File: src/rtl/comet2_fetch_unit.sv
// COMET2 instruction fetch unit: reads one or two program words per instruction
// and holds the decoded instruction for the decode stage until it is accepted.
module comet2_fetch_unit #(
    parameter logic [15:0] RESET_PC = 16'h0000
) (
    input  logic        mclk,
    input  logic        rst_n,
    output logic        ram_re,
    output logic [15:0] ram_raddr,
    input  logic [15:0] ram_rdata,
    input  logic        redirect,
    input  logic [15:0] redirect_addr,
    output logic        inst_valid,
    input  logic        inst_ready,
    output logic [15:0] inst_word1,
    output logic [15:0] inst_word2,
    output logic        inst_len2,
    output logic        inst_illegal,
    output logic [15:0] inst_pc
);

    typedef enum logic [1:0] {
        S_FETCH1 = 2'd0,
        S_FETCH2 = 2'd1,
        S_HOLD   = 2'd2
    } state_t;

    state_t      r_state;
    state_t      w_state_nxt;
    logic [15:0] r_pc;
    logic [15:0] r_word1;
    logic [15:0] r_word2;
    logic        r_len2;
    logic        r_illegal;
    logic [15:0] r_inst_pc;
    logic        w_op_len2;
    logic        w_op_illegal;

    // Returns {len2, illegal} for an opcode byte.
    function automatic logic [1:0] f_decode(input logic [7:0] op);
        logic [1:0] res;
        case (op)
            8'h10, 8'h11, 8'h12, 8'h20, 8'h21, 8'h22, 8'h23,
            8'h30, 8'h31, 8'h32, 8'h40, 8'h41, 8'h50, 8'h51,
            8'h52, 8'h53, 8'h61, 8'h62, 8'h63, 8'h64, 8'h65,
            8'h66, 8'h70, 8'h80, 8'hF0:
                res = 2'b10;
            8'h00, 8'h14, 8'h24, 8'h25, 8'h26, 8'h27, 8'h34,
            8'h35, 8'h36, 8'h44, 8'h45, 8'h71, 8'h81:
                res = 2'b00;
            default:
                res = 2'b01;
        endcase
        return res;
    endfunction

    assign {w_op_len2, w_op_illegal} = f_decode(ram_rdata[15:8]);

    always_ff @(posedge mclk or negedge rst_n) begin
        if (!rst_n) begin
            r_state <= S_FETCH1;
        end else begin
            r_state <= w_state_nxt;
        end
    end

    always_comb begin
        w_state_nxt = r_state;
        case (r_state)
            S_FETCH1: w_state_nxt = w_op_len2 ? S_FETCH2 : S_HOLD;
            S_FETCH2: w_state_nxt = S_HOLD;
            S_HOLD:   w_state_nxt = inst_ready ? S_FETCH1 : S_HOLD;
            default:  w_state_nxt = S_FETCH1;
        endcase
        // A redirect in HOLD with inst_ready high still completes the handshake.
        if (redirect) begin
            w_state_nxt = S_FETCH1;
        end
    end

    always_ff @(posedge mclk or negedge rst_n) begin
        if (!rst_n) begin
            r_pc      <= RESET_PC;
            r_word1   <= 16'h0000;
            r_word2   <= 16'h0000;
            r_len2    <= 1'b0;
            r_illegal <= 1'b0;
            r_inst_pc <= 16'h0000;
        end else if (redirect) begin
            r_pc <= redirect_addr;
        end else begin
            case (r_state)
                S_FETCH1: begin
                    r_word1   <= ram_rdata;
                    r_inst_pc <= r_pc;
                    r_pc      <= r_pc + 16'd1;
                    r_len2    <= w_op_len2;
                    r_illegal <= w_op_illegal;
                    if (!w_op_len2) begin
                        r_word2 <= 16'h0000;
                    end
                end
                S_FETCH2: begin
                    r_word2 <= ram_rdata;
                    r_pc    <= r_pc + 16'd1;
                end
                default: begin
                end
            endcase
        end
    end

    // rst_n gates the read enable so memory is never read while reset is held.
    assign ram_re       = rst_n && (r_state != S_HOLD);
    assign ram_raddr    = r_pc;
    assign inst_valid   = (r_state == S_HOLD);
    assign inst_word1   = r_word1;
    assign inst_word2   = r_word2;
    assign inst_len2    = r_len2;
    assign inst_illegal = r_illegal;
    assign inst_pc      = r_inst_pc;

endmodule

File: config.mk
export PLATFORM = sky130hd
export DESIGN_NAME = comet2_fetch_unit
export DESIGN_NICKNAME = d
export VERILOG_FILES = /design/src/rtl/comet2_fetch_unit.sv
export SDC_FILE = /design/constraint.sdc
export NUM_CORES = 1
export LEC_CHECK = 0
export ABC_AREA = 1
export ABC_CLOCK_PERIOD_IN_PS = 2770
export BUFFER_PORTS_ARGS = -buffer_cell sky130_fd_sc_hd__buf_4
export CORE_ASPECT_RATIO = 1.5
export CORE_MARGIN = 8
export CORE_UTILIZATION = 40
export CTS_CLUSTER_SIZE = 16
export DETAILED_ROUTE_END_ITERATION = 6
export PLACE_DENSITY = 0.7
export SLEW_MARGIN = 30
export SYNTH_ARGS = -nofsm -noshare
export SYNTH_HDL_FRONTEND = slang
export SYNTH_SLANG_ARGS = --single-unit
export TNS_END_PERCENT = 1
File: constraint.sdc
create_clock -name mclk -period 2.77 [get_ports mclk]
set_input_delay 0.4155 -clock mclk [delete_from_list [all_inputs] [get_ports mclk]]
set_output_delay 0.4155 -clock mclk [all_outputs]
set_load 0.05 [all_outputs]
# Yosys cells after proc, flatten, opt, wreduce, memory -nomap -nowiden
# Cells that the tools add are included.
[totals]
ff_bits = 68
inputBits = 36
word_cells = 69
[op_classes]
add_sub_neg = 1
n_eq_ne = 41
n_mux = 9
bitwise_logic = 1
n_reduce_logical = 10
[ops]
columns = ["operator", "n"]
rows = [
  ["$eq A8 B7 Y1 const B", 16],
  ["$eq A8 B6 Y1 const B", 14],
  ["$mux W16", 3],
  ["$eq A8 B5 Y1 const B", 4],
  ["$pmux W16 S2", 1],
  ["$reduce_or A25 Y1", 1],
  ["$eq A8 B8 Y1 const B", 3],
  ["$add A16 B1 Y16 const B", 1],
  ["$reduce_or A13 Y1", 1],
  ["$logic_not A8 Y1", 1],
  ["$mux W2", 3],
  ["$pmux W2 S3", 1],
  ["$ne A2 B2 Y1 const B", 2],
  ["$pmux W2 S2", 1],
  ["$reduce_bool A2 Y1", 2],
  ["$reduce_and A3 Y1", 1],
  ["$eq A2 B1 Y1 const B", 1],
  ["$eq A2 B2 Y1 const B", 1],
  ["$logic_not A2 Y1", 1],
  ["$reduce_and A2 Y1", 1],
  ["$reduce_or A2 Y1", 1],
  ["$logic_and A1 B1 Y1", 1],
  ["$not A1 Y1", 1],
]

# Logic depth before layout (Yosys ltp)
# Gate-level depths: netlist of the first run.
[logic_depth]
depth_word = 6
depth_mapped = 14
mapped_depth_nobuf = 13

# Worst setup path after synthesis of the first run
# Ideal clock, no wire load.
[synth_path]
path_type = "flip-flop to output port"
start = "register r_state[1]"
end = "output ram_re"
t_arrival_ns = 1.641
t_required_ns = 2.355
path_slack_ns = 0.713
stages_incl_launch_ff = 4
n_path_buf = 0
path_cell_list = "dfrtp_1 -> inv_1 -> nor2_1 -> nor2_1"
[synth_via]
elab_chain_len = 2
[synth_rtl]
columns = ["element", "line", "source"]
rows = [
  ["from (decl)", "28", "state_t r_state;"],
  ["from (signal assigned)", "63", "r_state <= w_state_nxt;"],
  ["$ne A2 B2 Y1", "114", "assign ram_re = rst_n && (r_state != S_HOLD);"],
  ["$logic_and A1 B1 Y1", "114", ""],
  ["to (decl)", "8", "output logic ram_re,"],
]
# No other way between the ends.

# Worst setup path in the final report of the first run
[layout_path]
start = "register r_state[1]"
end = "register r_len2 (netlist: inst_len2)"
[layout_via]
elab_chain_len = 2
[layout_rtl]
columns = ["element", "line", "source"]
rows = [
  ["$logic_not A2 Y1", "92", "case (r_state)"],
  ["$reduce_and A2 Y1 (no line)", "n/a", ""],
  ["to (signal assigned)", "97", "r_len2 <= w_op_len2;"],
  ["to (decl)", "33", "logic r_len2;"],
]
# No other way between the ends.
# A chain may end at the register's enable or synchronous reset.

==> impl_metrics.ini, run 1 <==
[synth]
synth_warnings = 0
synth-seq-cells = 68
yosysTopAreaCell = dfrtp_1
seq_area_frac_synth = 0.538
synth_flop_cell = dfrtp_1
ys_async_sr_fraction = 1.00
synthDistinctLibCells = 26
netlist_area_um2 = 3160
synth-edff-count = 0
synth_nets = 419
synth_area_leaders = dfrtp_1 54%, nand2_1 16%, nand3_1 4.6%
syn_area_per_cell_um2 = 8.27
yosys.area.top_type_share = 0.538
syn_inst = 382

[timing]
hold_violations = 0
tightest_slew_ns = 0.852
skew_ns = 0.00699
setup_violations = 0
slew_headroom = 0.431
finalWorstSetupSlack_ns = 0.839
tns_ns = 0
period_needed_ns = 1.93
fmax_mhz = 518
fin_crit_sh = 0.697
hold_ws_ns = 0.301
drv_slew = 0
rsz0062_at_grt = no

[layout]
fin_nets = 524
post-route-util = 0.563
drive_gt1_frac = 0.293
diodes = 0
area_growth_pct = 36.5

[routing]
wl_um = 9020
drc = 0
vias = 2895
routedWlPerCell_um = 15.2
dr.first_iter.drc_count = 163
ant_nets = 0
via_per_inst = 4.88
first_pass_iters = 4

[die]
dieHeight_um = 125
num_rows = 39
start_util = 0.413
die_w_um = 88.6
core-area_um2 = 7660
io_pins = 104
dieArea_um2 = 11100

[power_and_ir_drop]
power.static_leakage_nw = 2.28
vdd_drop_max_mv = 0.512
power.density_nw_per_um2 = 817

[global_route]
grt_util_all_layers = 0.173
overflow = 0
grt_max_degree = 69
grt_use_met3 = 0.0509
grt_pass1_wl_um = 14800
busiest_layer = met2
grt_pass1_vias = 2981
grt_antenna_before_repair = 0
gr-usage-met2 = 0.276
grtUsageMet1 = 0.198

[critical_path]
ff2ff_setup_slack_ns = 0.84
crit_path_max_incr_delay_ns = 0.64
crit_required_ns = 2.94
critPathMaxFanout = 56
critPathBufInv = 3
reg2reg_to = inst_len2
crit_path_start = r_state[1]
criticalPathCategory = register to register
cpMostUsedCell = inv_2
end_kind = register
reg2regPathDepth = 6
r2r_start = r_state[1]
startpoint_type = register
worstPathArrival_ns = 2.10
crit_family = buffers and inverters
path_cells = nor2_4 -> inv_2 -> nor2_2 -> buf_4 -> inv_2 -> o21ai_0
slowest_stage = inv_2

[clock_network]
cts-root-buf = clkbuf_16
cts.reportedPaths.clkPinSlew_ns = 0.05
cts_buffers = 9
post_cts_buffers = 0
clkLatencyLatePin_ns = 0.33
cts_htree_levels = 3
hold_buffers = 0
cts_resized = 0
clock_path_buffers = 2
cts_tree = yes
clkSinkCount = 68

[worst_hold_path]
worstHoldPathType = input pin to async pin

[placed_design]
gp_congestion = 0.878
port_buffers = 103
place_hpwl_um = 6790
pre_cts_slack_ns = 0.655

[run_status]
status = finished clean

[run]
max_cap_viol_count = 0
[cells in the final DEF (no fill, tap or decap)]
master / count
nand2_1: 134
buf_4: 107
dfrtp_1: 68
nand3_1: 29
nor2_1: 25
inv_1: 23
o21ai_0: 16
xor2_1: 11
o21ai_1: 10
a21oi_1: 9
nand2_2: 9
clkbuf_16: 9
inv_2: 7
o211ai_1: 6
nor2_2: 5
nand4_1: 4
clkbuf_8: 4
nor3_1: 3
o221ai_1: 3
nor2_4: 1
nand2_4: 1
nor4_1: 1
o21bai_1: 1
o2111ai_1: 1
xnor2_1: 1
ha_1: 1
clkinv_2: 1
clkbuf_1: 1
[synthesized netlist by cell type, types with 3 or more instances]
| master | n |
|---|---|
| dfrtp_1 | 68 |
| nor2_2 | 5 |
| o21ai_0 | 16 |
| clkbuf_1 | 6 |
| o221ai_1 | 3 |
| inv_1 | 23 |
| inv_2 | 7 |
| nand2_1 | 134 |
| o211ai_1 | 6 |
| nor2_1 | 25 |
| nand4_1 | 4 |
| nand3_1 | 29 |
| buf_2 | 6 |
| nor3_1 | 3 |
| a21oi_1 | 9 |
| xor2_1 | 11 |
| o21ai_1 | 10 |
| nand2_2 | 9 |
[state kept, by name (all words and copies together) (netlist names)]
register	cells
inst_pc	16
inst_word1	16
inst_word2	16
ram_raddr	16
r_state	2
inst_illegal	1
inst_len2	1
[power breakdown]
part / switching, mW / leakage [nW] / internal [mW] / total (mW)
Sequential: 0.121 / 0.861 / 1.14 / 1.27
Clock: 0.385 / 0.145 / 0.696 / 1.08
Combinational: 0.848 / 1.28 / 0.330 / 1.18
[stage by stage]
step	cells	instance area, µm²	total power [mW]
6_report	593	4310	3.52
5_1_grt	593	4310	3.69
4_1_cts	593	4310	3.57
3_5_place_dp	578	4020	2.47
3_3_place_gp	578	4020	2.46
2_1_floorplan	382	3160	2.05
[cells by family (layout without fill, tap and decap cells)]
group	count (synthesis)	in the layout	share of synthesized area
adder cells (fa/ha/maj)	1	1	0.00396
AND/OR/NAND/NOR	212	212	0.284
XOR/XNOR	12	12	0.0333
flip-flops	68	68	0.538
buffers and inverters	43	152	0.0570
AO/OA/AOI/OAI	46	46	0.0831
[how the worst max path moves through the flow]
stage	slack, ns	endpoint	cells past startpoint
floorplan	0.71	ram_re	3
global placement	0.73	inst_len2	7
detailed placement	0.66	inst_len2	7
CTS	0.82	inst_len2	6
global route	0.63	inst_len2	6
finish	0.84	inst_len2	6
[final cells by class]
class	instances	area, µm²
fillers	749	3350
flip-flops and latches	68	1700
multi-input cells	271	1280
repair buffers	107	803
clock buffers	14	284
well taps	102	128
inverters	30	113
clock inverters	1	5.00
[worst reg2reg max path, stage by stage (launching register included)]
cell and delay (ns):
dfrtp_1 0.45, nor2_4 0.10, inv_2 0.13, nor2_2 0.04, buf_4 0.18, inv_2 0.64, o21ai_0 0.23
[metal layers]
layer | vias up | part of all wire
li1 | 1431 | -
met1 | 1348 | 0.39
met2 | 96 | 0.50
met3 | 20 | 0.075
met4 | 0 | 0.032
met5 | - | 0
Power figures use the tool's default switching activity.
==> run 2: changes to the inputs <==
ABC_AREA = 0   (was 1)
ABC_CLOCK_PERIOD_IN_PS = 2000   (was 2770)
clock period = 2 ns   (was 2.77 ns; I/O delays follow)
==> impl_metrics.ini, run 2 <==
[placed_design]
gp_congestion = 0.848
pre_cts_slack_ns = 0.301
port_buffers = 103
dp.cells = 481
place_hpwl_um = 6120
dpl_cell_area_um2 = 4010

[clock_network]
post_cts_buffers = 0
clkSinkCount = 68
cts.reportedPaths.clkPinSlew_ns = 0.05
cts_buffers = 9
clock_path_buffers = 2
cts_htree_levels = 3
cts_resized = 0
cts_tree = yes
cts-root-buf = clkbuf_16
clkLatencyLatePin_ns = 0.32
hold_buffers = 0

[synth]
synth_mux_area_frac = 0.120
synth_top_family_by_area = simple AND/OR/NAND/NOR gates
synthDistinctLibCells = 46
yosys.area_share.simple = 0.131
synth_area_leaders = dfrtp_1 54%, mux2_2 11%, o21ai_0 5.1%
syn_inst = 288
synth-edff-count = 0
ys_async_sr_fraction = 1.00
syn_area_per_cell_um2 = 11.0
synth_warnings = 0
synth_xor_area_frac = 0.0443
seq_area_frac_synth = 0.538
netlist_area_um2 = 3160
synth_compound_area_frac = 0.121
synthAdderAreaFrac = 0.00396
synth_flop_cell = dfrtp_1
synth_nets = 325
ys_top_cells_by_count = 68 x dfrtp_1, 42 x nand2_1, 32 x o21ai_0
yosys.area.top_type_share = 0.538
synth-seq-cells = 68
yosysTopAreaCell = dfrtp_1
yosysMostFrequentCell = dfrtp_1

[layout]
ff_latch_area_um2 = 1700
multi_input_area_um2 = 1330
layout_common_cells = 111 x buf_4, 68 x dfrtp_1, 42 x nand2_1
layout.cells.non_filler = 498
fillers = 670
final_common_cell = buf_4
drive_gt1_frac = 0.417
diodes = 0
fin_area_um2 = 4330
fin_nets = 428
post-route-util = 0.565
area_growth_pct = 36.8

[power_and_ir_drop]
power.static_leakage_nw = 1.99
pwr-share-seq = 0.362
vdd_drop_max_mv = 0.569
p_clk_frac = 0.326
power_mw = 4.72
internal_power_mw = 3.05
sw_frac_of_total = 0.353
switchingPower_mw = 1.67
combPwrFrac = 0.313
power.density_nw_per_um2 = 1090

[global_route]
overflow = 0
grt_pass1_vias = 2697
grt_pass1_wl_um = 13800
grt_max_degree = 69
grt_antenna_before_repair = 0
grt_util_all_layers = 0.158

[run]
max_cap_viol_count = 0

[timing]
setup_violations = 0
fin_crit_sh = 0.802
hold_violations = 0
finalWorstSetupSlack_ns = 0.395
tightest_slew_ns = 0.365
hold_ws_ns = 0.00393
slew_headroom = 0.757
rsz0062_at_grt = no
fmax_mhz = 623
period_needed_ns = 1.60
tns_ns = 0
skew_ns = 0.00626
drv_slew = 0

[critical_path]
end_kind = register
startpoint_type = register
slowest_stage = dfrtp_1
crit_path_start = r_state[1]
critPathBufInv = 1
critPathMaxFanout = 18
worstPathArrival_ns = 1.81
criticalPathCategory = register to register
path_cells = or2_1 -> nor2_4 -> buf_4 -> mux2_2
crit_family = flip-flops
crit_required_ns = 2.20
crit_path_max_incr_delay_ns = 0.45
r2r_start = r_state[1]

[die]
start_util = 0.413
num_rows = 39
dieHeight_um = 125
core-area_um2 = 7660
io_pins = 104
die_w_um = 88.6
dieArea_um2 = 11100

[routing]
dr.first_iter.drc_count = 76
wl_um = 8390
via_per_inst = 5.22
ant_nets = 0
vias = 2598
drc = 0
routedWlPerCell_um = 16.8
first_pass_iters = 4

[worst_hold_path]
worstHoldPathType = input pin to async pin

[run_status]
status = finished clean
==> run 2: routing by layer <==
layer	vias to the layer above	global-route usage	wire, µm
met5	-	0	0
met3	9	0.0456	646
met1	1272	0.188	3410
met4	0	0.0571	98
li1	1217	-	-
met2	100	0.261	4230
==> run 2: power groups by stage <==
stage | combinational [mW] | sequential [mW] | clock, mW
after floorplan | 0.333 | 2.37 | 0
after global placement | 1.48 | 1.72 | 0
after detailed placement | 1.49 | 1.73 | 0
after CTS | 1.49 | 1.71 | 1.57
after global routing | 1.55 | 1.74 | 1.64
final | 1.48 | 1.71 | 1.54
==> run 2: cell type report <==
type                       instances  share of cell area
clock inverter                     4              0.0113
sequential                        68               0.393
tap                              102              0.0295
timing repair buffer             112               0.197
clock buffer                      12              0.0570
multi-input combinational        196               0.308
inverter                           4             0.00347
==> run 2: final timing paths <==
kind                       slack (ns)  cells after the start              to
setup / recovery                 0.40                      4   inst_word1[5]
hold / removal                  0.004                      2  inst_word2[12]
setup reg to reg                 0.40                      4   inst_word1[5]
hold reg to reg                  0.50                      1     inst_pc[15]
max in group asynchronous        1.45                      3   inst_word2[7]
min in group mclk                0.18                      3    ram_raddr[9]
==> run 2: cell families (layout without fill, tap and decap cells) <==
| kind of cell | Yosys count | count (layout) |
|---|---|---|
| adders and majority gates | 1 | 1 |
| and+or+nand+nor | 84 | 84 |
| muxes | 34 | 34 |
| AOI/OAI and AO/OA | 61 | 61 |
| buffers and inverters | 24 | 132 |
| xor gates and xnor gates | 16 | 16 |
| DFF | 68 | 68 |
